--- config.mk ---
export PLATFORM = sky130hd
export DESIGN_NAME = foo_intf
export DESIGN_NICKNAME = d
export VERILOG_FILES = /design/src/rtl/foo_intf.sv
export SDC_FILE = /design/constraint.sdc
export NUM_CORES = 1
export LEC_CHECK = 0
export ABC_AREA = 1
export CAP_MARGIN = 40
export CORE_MARGIN = 2
export CORE_UTILIZATION = 30
export DETAILED_ROUTE_END_ITERATION = 7
export GPL_TIMING_DRIVEN = 0
export PLACE_DENSITY_LB_ADDON = 0.05
export SYNTH_ARGS = -nofsm -noshare
export SYNTH_HDL_FRONTEND = slang
export SYNTH_SLANG_ARGS = --single-unit
--- constraint.sdc ---
create_clock -name clk -period 2.5 [get_ports clk]
set_clock_uncertainty 0.05 [all_clocks]
set_input_delay 0.5 -clock clk [delete_from_list [all_inputs] [get_ports clk]]
set_output_delay 0.5 -clock clk [all_outputs]
set_load 0.005 [all_outputs]
--- src/rtl/foo_intf.sv ---
// Single-bit FIFO with transfer/drop counters; push visible on a_out one cycle later.
// Moore outputs only: a_in_ready drops when full (no same-cycle slot reuse), refused offers counted.
module foo_intf #(
  parameter int DEPTH = 4,
  parameter int CNT_W = 8
) (
  input  logic                     clk,
  input  logic                     rst,
  input  logic                     a_in,
  input  logic                     a_in_valid,
  output logic                     a_in_ready,
  output logic                     a_out,
  output logic                     a_out_valid,
  input  logic                     a_out_ready,
  output logic [$clog2(DEPTH):0]   level,
  output logic [CNT_W-1:0]         xfer_cnt,
  output logic [CNT_W-1:0]         drop_cnt
);

  localparam int AW = $clog2(DEPTH);
  localparam int LW = AW + 1;
  localparam logic [LW-1:0]    LVL_FULL = LW'(DEPTH);
  localparam logic [LW-1:0]    LVL_ONE  = LW'(1);
  localparam logic [AW-1:0]    PTR_ONE  = AW'(1);
  localparam logic [CNT_W-1:0] CNT_ONE  = CNT_W'(1);

  logic [DEPTH-1:0] mem_q, mem_d;
  logic [AW-1:0]    wr_ptr_q, wr_ptr_d;
  logic [AW-1:0]    rd_ptr_q, rd_ptr_d;
  logic [LW-1:0]    level_q, level_d;
  logic [CNT_W-1:0] xfer_q, xfer_d;
  logic [CNT_W-1:0] drop_q, drop_d;
  logic             push, pop;

  assign a_in_ready  = (level_q < LVL_FULL);
  assign a_out_valid = (level_q != '0);
  assign a_out       = a_out_valid & mem_q[rd_ptr_q];
  assign level       = level_q;
  assign xfer_cnt    = xfer_q;
  assign drop_cnt    = drop_q;

  assign push = a_in_valid & a_in_ready;
  assign pop  = a_out_valid & a_out_ready;

  always_comb begin
    mem_d    = mem_q;
    wr_ptr_d = wr_ptr_q;
    rd_ptr_d = rd_ptr_q;
    level_d  = level_q;
    xfer_d   = xfer_q;
    drop_d   = drop_q;

    if (push) begin
      mem_d[wr_ptr_q] = a_in;
      wr_ptr_d        = wr_ptr_q + PTR_ONE;
    end
    if (pop) begin
      rd_ptr_d = rd_ptr_q + PTR_ONE;
      xfer_d   = xfer_q + CNT_ONE;
    end
    if (push && !pop) begin
      level_d = level_q + LVL_ONE;
    end else if (pop && !push) begin
      level_d = level_q - LVL_ONE;
    end
    // Drop counter saturates rather than wrapping so overflow stays visible.
    if (a_in_valid && !a_in_ready && (drop_q != '1)) begin
      drop_d = drop_q + CNT_ONE;
    end
  end

  always_ff @(posedge clk) begin
    if (rst) begin
      mem_q    <= '0;
      wr_ptr_q <= '0;
      rd_ptr_q <= '0;
      level_q  <= '0;
      xfer_q   <= '0;
      drop_q   <= '0;
    end else begin
      mem_q    <= mem_d;
      wr_ptr_q <= wr_ptr_d;
      rd_ptr_q <= rd_ptr_d;
      level_q  <= level_d;
      xfer_q   <= xfer_d;
      drop_q   <= drop_d;
    end
  end

endmodule

# == After elaboration in Yosys (flattened, before gate mapping) ==
# Cells that the tools add are included.
# classes
mux,7
bitwise_logic,3
n_reduce_logical,10
order_cmp,4
add_sub_neg,6
eq_ne,1
# op_table
operator,count
$add 8x1->8 const B,2
$ne 8x8->1 const B,1
$lt 2x3->1 const B,2
$mux 3,2
$logic_and 1x1->1,5
$add 2x1->2 const B,2
$bwmux 4,1
$add 3x1->3 const B,1
$and 1x1->1,3
$logic_not 1->1,3
$lt 3x3->1 const B,1
$reduce_bool 3->1,1
$sub 3x1->3 const B,1
$bmux 1 s2,1
$demux 1 s2,1
$ge 2x1->1 const B,1
$mux 1,2
$reduce_bool 2->1,1
# word_totals
out_inout_bits,22
in_bits,5
reg_bits,27

# == Longest topological paths before layout ==
# depth
word_depth,6
ltp_mapped,11
depth_no_buf,11

# == Worst setup path before layout ==
# OpenSTA, ideal clock, no wires.
# synth_path
kind,input to register
start,input port a_in_valid
end,"register level_q[2], in the netlist level[2]"
arrival_time_ps,1669
setup_slack_ps,660
required_ps,2329
path_stages,9
setup_ps,121
path_cell_list,inv_1 > nor2_2 > ha_1 > inv_1 > fa_1 > nand2_1 > nand3_1 > o21ai_0 > a21oi_1
# synth_between
elab_chain_cells,4
word_cells_on_any_way,6
cone_classes,mux: 1; bitwise: 1; reduce/logical: 4
# synth_lines
item,line_no,text
from (decl),10,"input logic a_in_valid,"
$and 1x1->1 (*),42,assign push = a_in_valid & a_in_ready;
via push,33,"logic push, pop;"
$logic_not 1->1,63,end else if (pop && !push) begin
$logic_and 1x1->1,63,
$reduce_bool 2->1 (no source line),-,
to (signal assigned),84,level_q <= level_d;
to (decl),30,"logic [LW-1:0] level_q, level_d;"
# The timed path passes the listed nets; every way through them passes the cells marked *.
# A chain may end at the register's enable or synchronous reset.

# == Worst setup path in the final report ==
# Same ends and word-level chain as after synthesis.

==> impl_metrics.tcl <==
set metrics [dict create \
    status "finished, final reports clean" \
    hp-start "mem_q[3]" \
    hold_fix_buffers_at_cts 0 \
    post-route-drc-count 0 \
    synthesis_to_layout_area_growth_pct 25.74 \
    cts_max_level 1 \
    synth_top_area_cell "sky130_fd_sc_hd__dfxtp_1" \
    final_util 0.3988 \
    worst_setup_slack_final_ns 0.2474 \
    worst_r2r_startpoint "level[0]" \
    p_leak_nw 0.6858 \
    synthesis.area_per_instance_sq_um 7.217 \
    worst_ep_arrival_time_ns 2.37 \
    ys_top_cells_by_area "sky130_fd_sc_hd__dfxtp_1 39%, sky130_fd_sc_hd__nand2_1 11%, sky130_fd_sc_hd__inv_1 7.2%" \
    synth_edf_count 0 \
    slowest_stage_delay_cp_ns 0.49 \
    post_cts_resize_count 0 \
    layout.cells.non_filler 275 \
    slew_of_the_pin_with_the_lowest_slew_margin_ns 0.3316 \
    totalWireLength_um 3003 \
    worstSkewPairLatency_ns 0.27 \
    antenna_found_initial 0 \
    floorplan.io_pins 27 \
    first_pass_grt_wire_length_um 5333 \
    gr-usage-all-layers 0.1270 \
    hold-path-cell-count 2 \
    max_cap_violations 0 \
    crit_path_max_fanout 8 \
    timing.final.crit_period_ns 2.253 \
    post_drt_wl_per_cell_um 10.92 \
    cts_sinks 27 \
    reg2reg_depth 10 \
    area_of_the_core_region_sq_mm 0.004414 \
    clock_tree.root_cell "sky130_fd_sc_hd__clkbuf_8" \
    timing.final.max_slew_violations 0 \
    synth_warn 0 \
    netlist_area_sq_mm 0.001400 \
    antenna-diode-count 0 \
    post-place-ws_ns -0.04996 \
    die_wd_um 72.32 \
    synth_cell_types 25 \
    synth.yosys.seq_area_share 0.3861 \
    synth.top_cell.area_share 0.3861 \
    worst_setup_path_class "input pin to flop" \
    cts_buffer_count 3 \
    vdd_ir_drop_max_v 0.0004079 \
    synthFlopType "sky130_fd_sc_hd__dfxtp_1" \
    number_of_drc_violations_after_detailed_routing_iteration_0 46 \
    drt_first_pass_iters 4 \
    design.final.nets 237 \
    fmax_mhz 443.9 \
    clk_pin_slew_worst_paths_ns 0.10 \
    hold_end "mem_q[3]" \
    worstPathCellList "clkdlybuf4s50_1 -> inv_1 -> nor2_2 -> ha_1 -> inv_1 -> fa_1 -> nand2_1 -> nand3_1 -> o21ai_0 -> a21oi_1" \
    cts_setup_buffers 0 \
    slowest_stage "sky130_fd_sc_hd__clkdlybuf4s50_1" \
    finalCritPeriodShare 0.9010 \
    core.rowCount 24 \
    tritoncts "yes" \
    synthMostInstantiatedCell "sky130_fd_sc_hd__nand2_1" \
    grt_pass1_vias 1227 \
    final-setup-viol-count 0 \
    buffer_ports.inserted 25 \
    critPathMostFrequentCell "sky130_fd_sc_hd__inv_1" \
    antenna_violating_nets_post_route 0 \
    netlist_instances 194 \
    synth-seq-cells 27 \
    vias_after_detailed_routing 1263 \
    power.density_mw_per_mm2 754.1 \
    detailedPlacementHpwl_um 2299 \
    design_power_total_mw 1.328 \
    async_reset_ff_frac 0 \
    post_synth_most_frequent_cells "41 x sky130_fd_sc_hd__nand2_1, 27 x sky130_fd_sc_hd__dfxtp_1, 27 x sky130_fd_sc_hd__inv_1" \
    slew_headroom 0.7787 \
    dpl.cell_count 271 \
    gpl.final_weighted_congestion 0.7471 \
    drt-vias-per-instance 4.593 \
    fill_cells 469 \
    clock_tree.buffer_depth 2 \
    maximum_number_of_pins_on_one_net_before_global_route_repair 15 \
    hold_viol 0 \
    dieArea_sq_mm 0.005229 \
    initial_core_util 0.3172 \
    worstSetupStartpointType "input pin" \
    timing.critical_path.to_type "flop" \
    timing.reg2reg.setup_slack_ns 0.52 \
    synth_nets 207 \
    die-height_um 72.32 \
    crit_required_ns 2.62 \
    worstReg2RegEnd "level[2]" \
    min-delay-path-class "flop to flop" \
    rsz0062_at_grt "no" \
    whs_ns 0.4193 \
    grt.overflow.total 0 \
    layout-drive-gt1-share 0.07623 \
]
## worst max-delay path, delay by kind of cell
family | cells | cell delay, ns
buf+inv | 3 | 0.62
compound gates | 2 | 0.20
fa+ha+maj | 2 | 0.61
simple gates | 3 | 0.44
## flip-flops by register name, summed over array words and instances (netlist names)
| signal | count |
|---|---|
| rd_ptr_q | 2 |
| xfer_cnt | 8 |
| level | 3 |
| mem_q | 4 |
| wr_ptr_q | 2 |
| drop_cnt | 8 |
## report_power, final
part	switching [mW]	internal, mW
Combinational	0.269	0.243
Sequential	0.0690	0.491
Clock	0.141	0.114
Total	0.480	0.848
## cell usage in the layout, fill, tap and decap left out, types with 2 or more instances in the layout
cell type                          n
sky130_fd_sc_hd__o21ai_0          11
sky130_fd_sc_hd__nand2_2           4
sky130_fd_sc_hd__nor2_2            2
sky130_fd_sc_hd__xor2_1            3
sky130_fd_sc_hd__clkbuf_8          4
sky130_fd_sc_hd__nand2_1          41
sky130_fd_sc_hd__nand4_1           2
sky130_fd_sc_hd__clkdlybuf4s50_1  25
sky130_fd_sc_hd__dfxtp_1          27
sky130_fd_sc_hd__a21oi_1          20
sky130_fd_sc_hd__inv_1            27
sky130_fd_sc_hd__ha_1              7
sky130_fd_sc_hd__nand3_1          11
sky130_fd_sc_hd__nor2_1           26
## stage by stage
step | cell area, sq um | setup TNS (ns)
floorplan | 1400 | 0
global placement | 1715 | 0
detailed placement | 1715 | -0.04996
CTS | 1760 | 0
global route | 1760 | 0
finish | 1760 | 0
## worst max-delay path by stage
stage,start,endpoint,slack (ns),cells after the start
6_report,a_in_valid,level[2],0.25,10
5_1_grt,a_in_valid,level[2],0.1,10
4_1_cts,rd_ptr_q[0],a_out,0.23,5
3_5_place_dp,a_in_valid,level[2],-0.05,10
3_3_place_gp,a_in_valid,level[2],0.002,10
2_1_floorplan,a_in_valid,level[2],0.66,9
## routing by layer
metal / track usage / wire, um / part of all wire
met5: 0 / 0 / 0
met3: 0.02083 / 87 / 0.029
met2: 0.2100 / 1406 / 0.47
met4: 0.04403 / 28 / 0.0093
met1: 0.1674 / 1480 / 0.49
## cell type report
cell class                      instances  area [sq um]  area share
Inverter                               28         105.1     0.05970
Timing Repair Buffer                   25         250.2      0.1421
Clock buffer                            4         45.04     0.02559
Tap cell                               52         65.06     0.03696
Multi-Input combinational cell        137         735.7      0.4179
Buffer                                  2         18.77     0.01066
Sequential cell                        27         540.5      0.3070
## cell families (layout without fill, tap and decap cells)
| family | count (synthesis) | after routing | share of synthesized area |
|---|---|---|---|
| AO/OA/AOI/OAI | 34 | 34 | 0.1314 |
| buffers and inverters | 30 | 59 | 0.08847 |
| adder cells (fa/ha/maj) | 8 | 8 | 0.07685 |
| AND/OR/NAND/NOR | 92 | 92 | 0.2985 |
| flip-flops | 27 | 27 | 0.3861 |
| XOR/XNOR | 3 | 3 | 0.01877 |
No activity file was read; power rests on OpenSTA's default activity.
==> edit, RTL diff (same flow settings) <==
`CNT_W`: 8 -> 9.
--- a/src/rtl/foo_intf.sv
+++ b/src/rtl/foo_intf.sv
@@ -4,3 +4,3 @@
   parameter int DEPTH = 4,
-  parameter int CNT_W = 8
+  parameter int CNT_W = 9
 ) (
Interface: changed (resized drop_cnt and xfer_cnt); port bits go from 27 to 29. The function was not compared with the original's and may differ.
==> edit against the unedited design <==
- clock power grew 46%
- first-iteration DRC count grew 11%
- sequential cell count grew 2
- total power grew 11%
- routed wire length grew 8.6%
- worst setup slack gained 0.068 ns
- area after synthesis grew 5.0%
- global-route usage grew 0.89 points
- cell area grew 8.7%
- largest power group unchanged
==> edit: results (changes against the unedited design) <==
FF-to-FF path depth 11 (+1); worst hold margin 0.402 ns (-0.0170 ns); Leak 0.000759 uW (+11%); Worst-path clk slew 0.06 ns (-0.04 ns); Vias 1308 (+3.6%); DR WL/cell 10.6 um (-2.7%); # H-tree levels 2 (+1); gpl congestion 0.729 (-2.4%); Port Buffer Count 28 (+12%); count of different cell masters after synthesis 22 (-12%); status complete, no violations; Post-Route M1 WL 1.74 mm (+18%); met3 WL 140 um (+61%); Mean Syn Cell Area 7.21 um^2 (-0.14%); Pwr per Cell Area 766 nW/um^2 (+1.6%); xor/xnor cell area share of the yosys netlist 1.19% (-0.69 points); WHS Endpoint mem_q[2]; M2 GR Usage 19.2% (-1.8 points); synthesized net count 218 (+5.3%); Adder-Cell Fraction of Synth Area 8.17% (+0.48 points); WP data arrival 2.31 ns (-0.06 ns); Initial DRC Count 51 (+11%); post-detail-place hpwl 2.41 mm (+4.9%); Synth Area in Compound Gates 16.5% (+3.4 points); synth top area cells dfxtp_1 39%, nand2_1 10%, nor2_1 7.9%; WL met2 1.35 mm (-3.7%); Placed Cells 299 (+10%); M3 GR Usage 5.69% (+3.6 points); worst vdd ir 0.000314 V (-23%); placed instance area 1830 um^2 (+6.9%); first-pass GRT wire length 5.49 mm (+2.9%); Rel. slew slack 76.4% (-1.4 points)
==> edit: cell types whose count changed after synthesis, moves of 2 or more <==
cell	delta
o21bai_2	+2
nand4_1	-2
nand3_1	+2
a21oi_1	+2
nand2_4	+2
inv_1	-3
nand2_2	-4
nor2_1	+5
o21ai_0	+6
dfxtp_1	+2
==> edit: area by class of cell <==
class | count | share of cell area (%)
multi-input combinational | 145 | 39.9
sequential | 29 | 30.3
timing repair buffer | 28 | 14.6
inverter | 26 | 5.10
tap | 67 | 4.38
clock buffer | 8 | 4.18
buffer | 4 | 1.50
==> edit: worst max-delay path: cells and delay by family <==
family | cells | cell delay (ns)
buffers and inverters | 3 | 0.70
adders and majority gates | 2 | 0.55
and+or+nand+nor | 3 | 0.33
AOI/OAI and AO/OA | 2 | 0.22
==> edit: power by group <==
group,total (uW),internal (uW),switching (uW)
sequential,599,526,72.5
clock,373,197,175
combinational,496,242,254
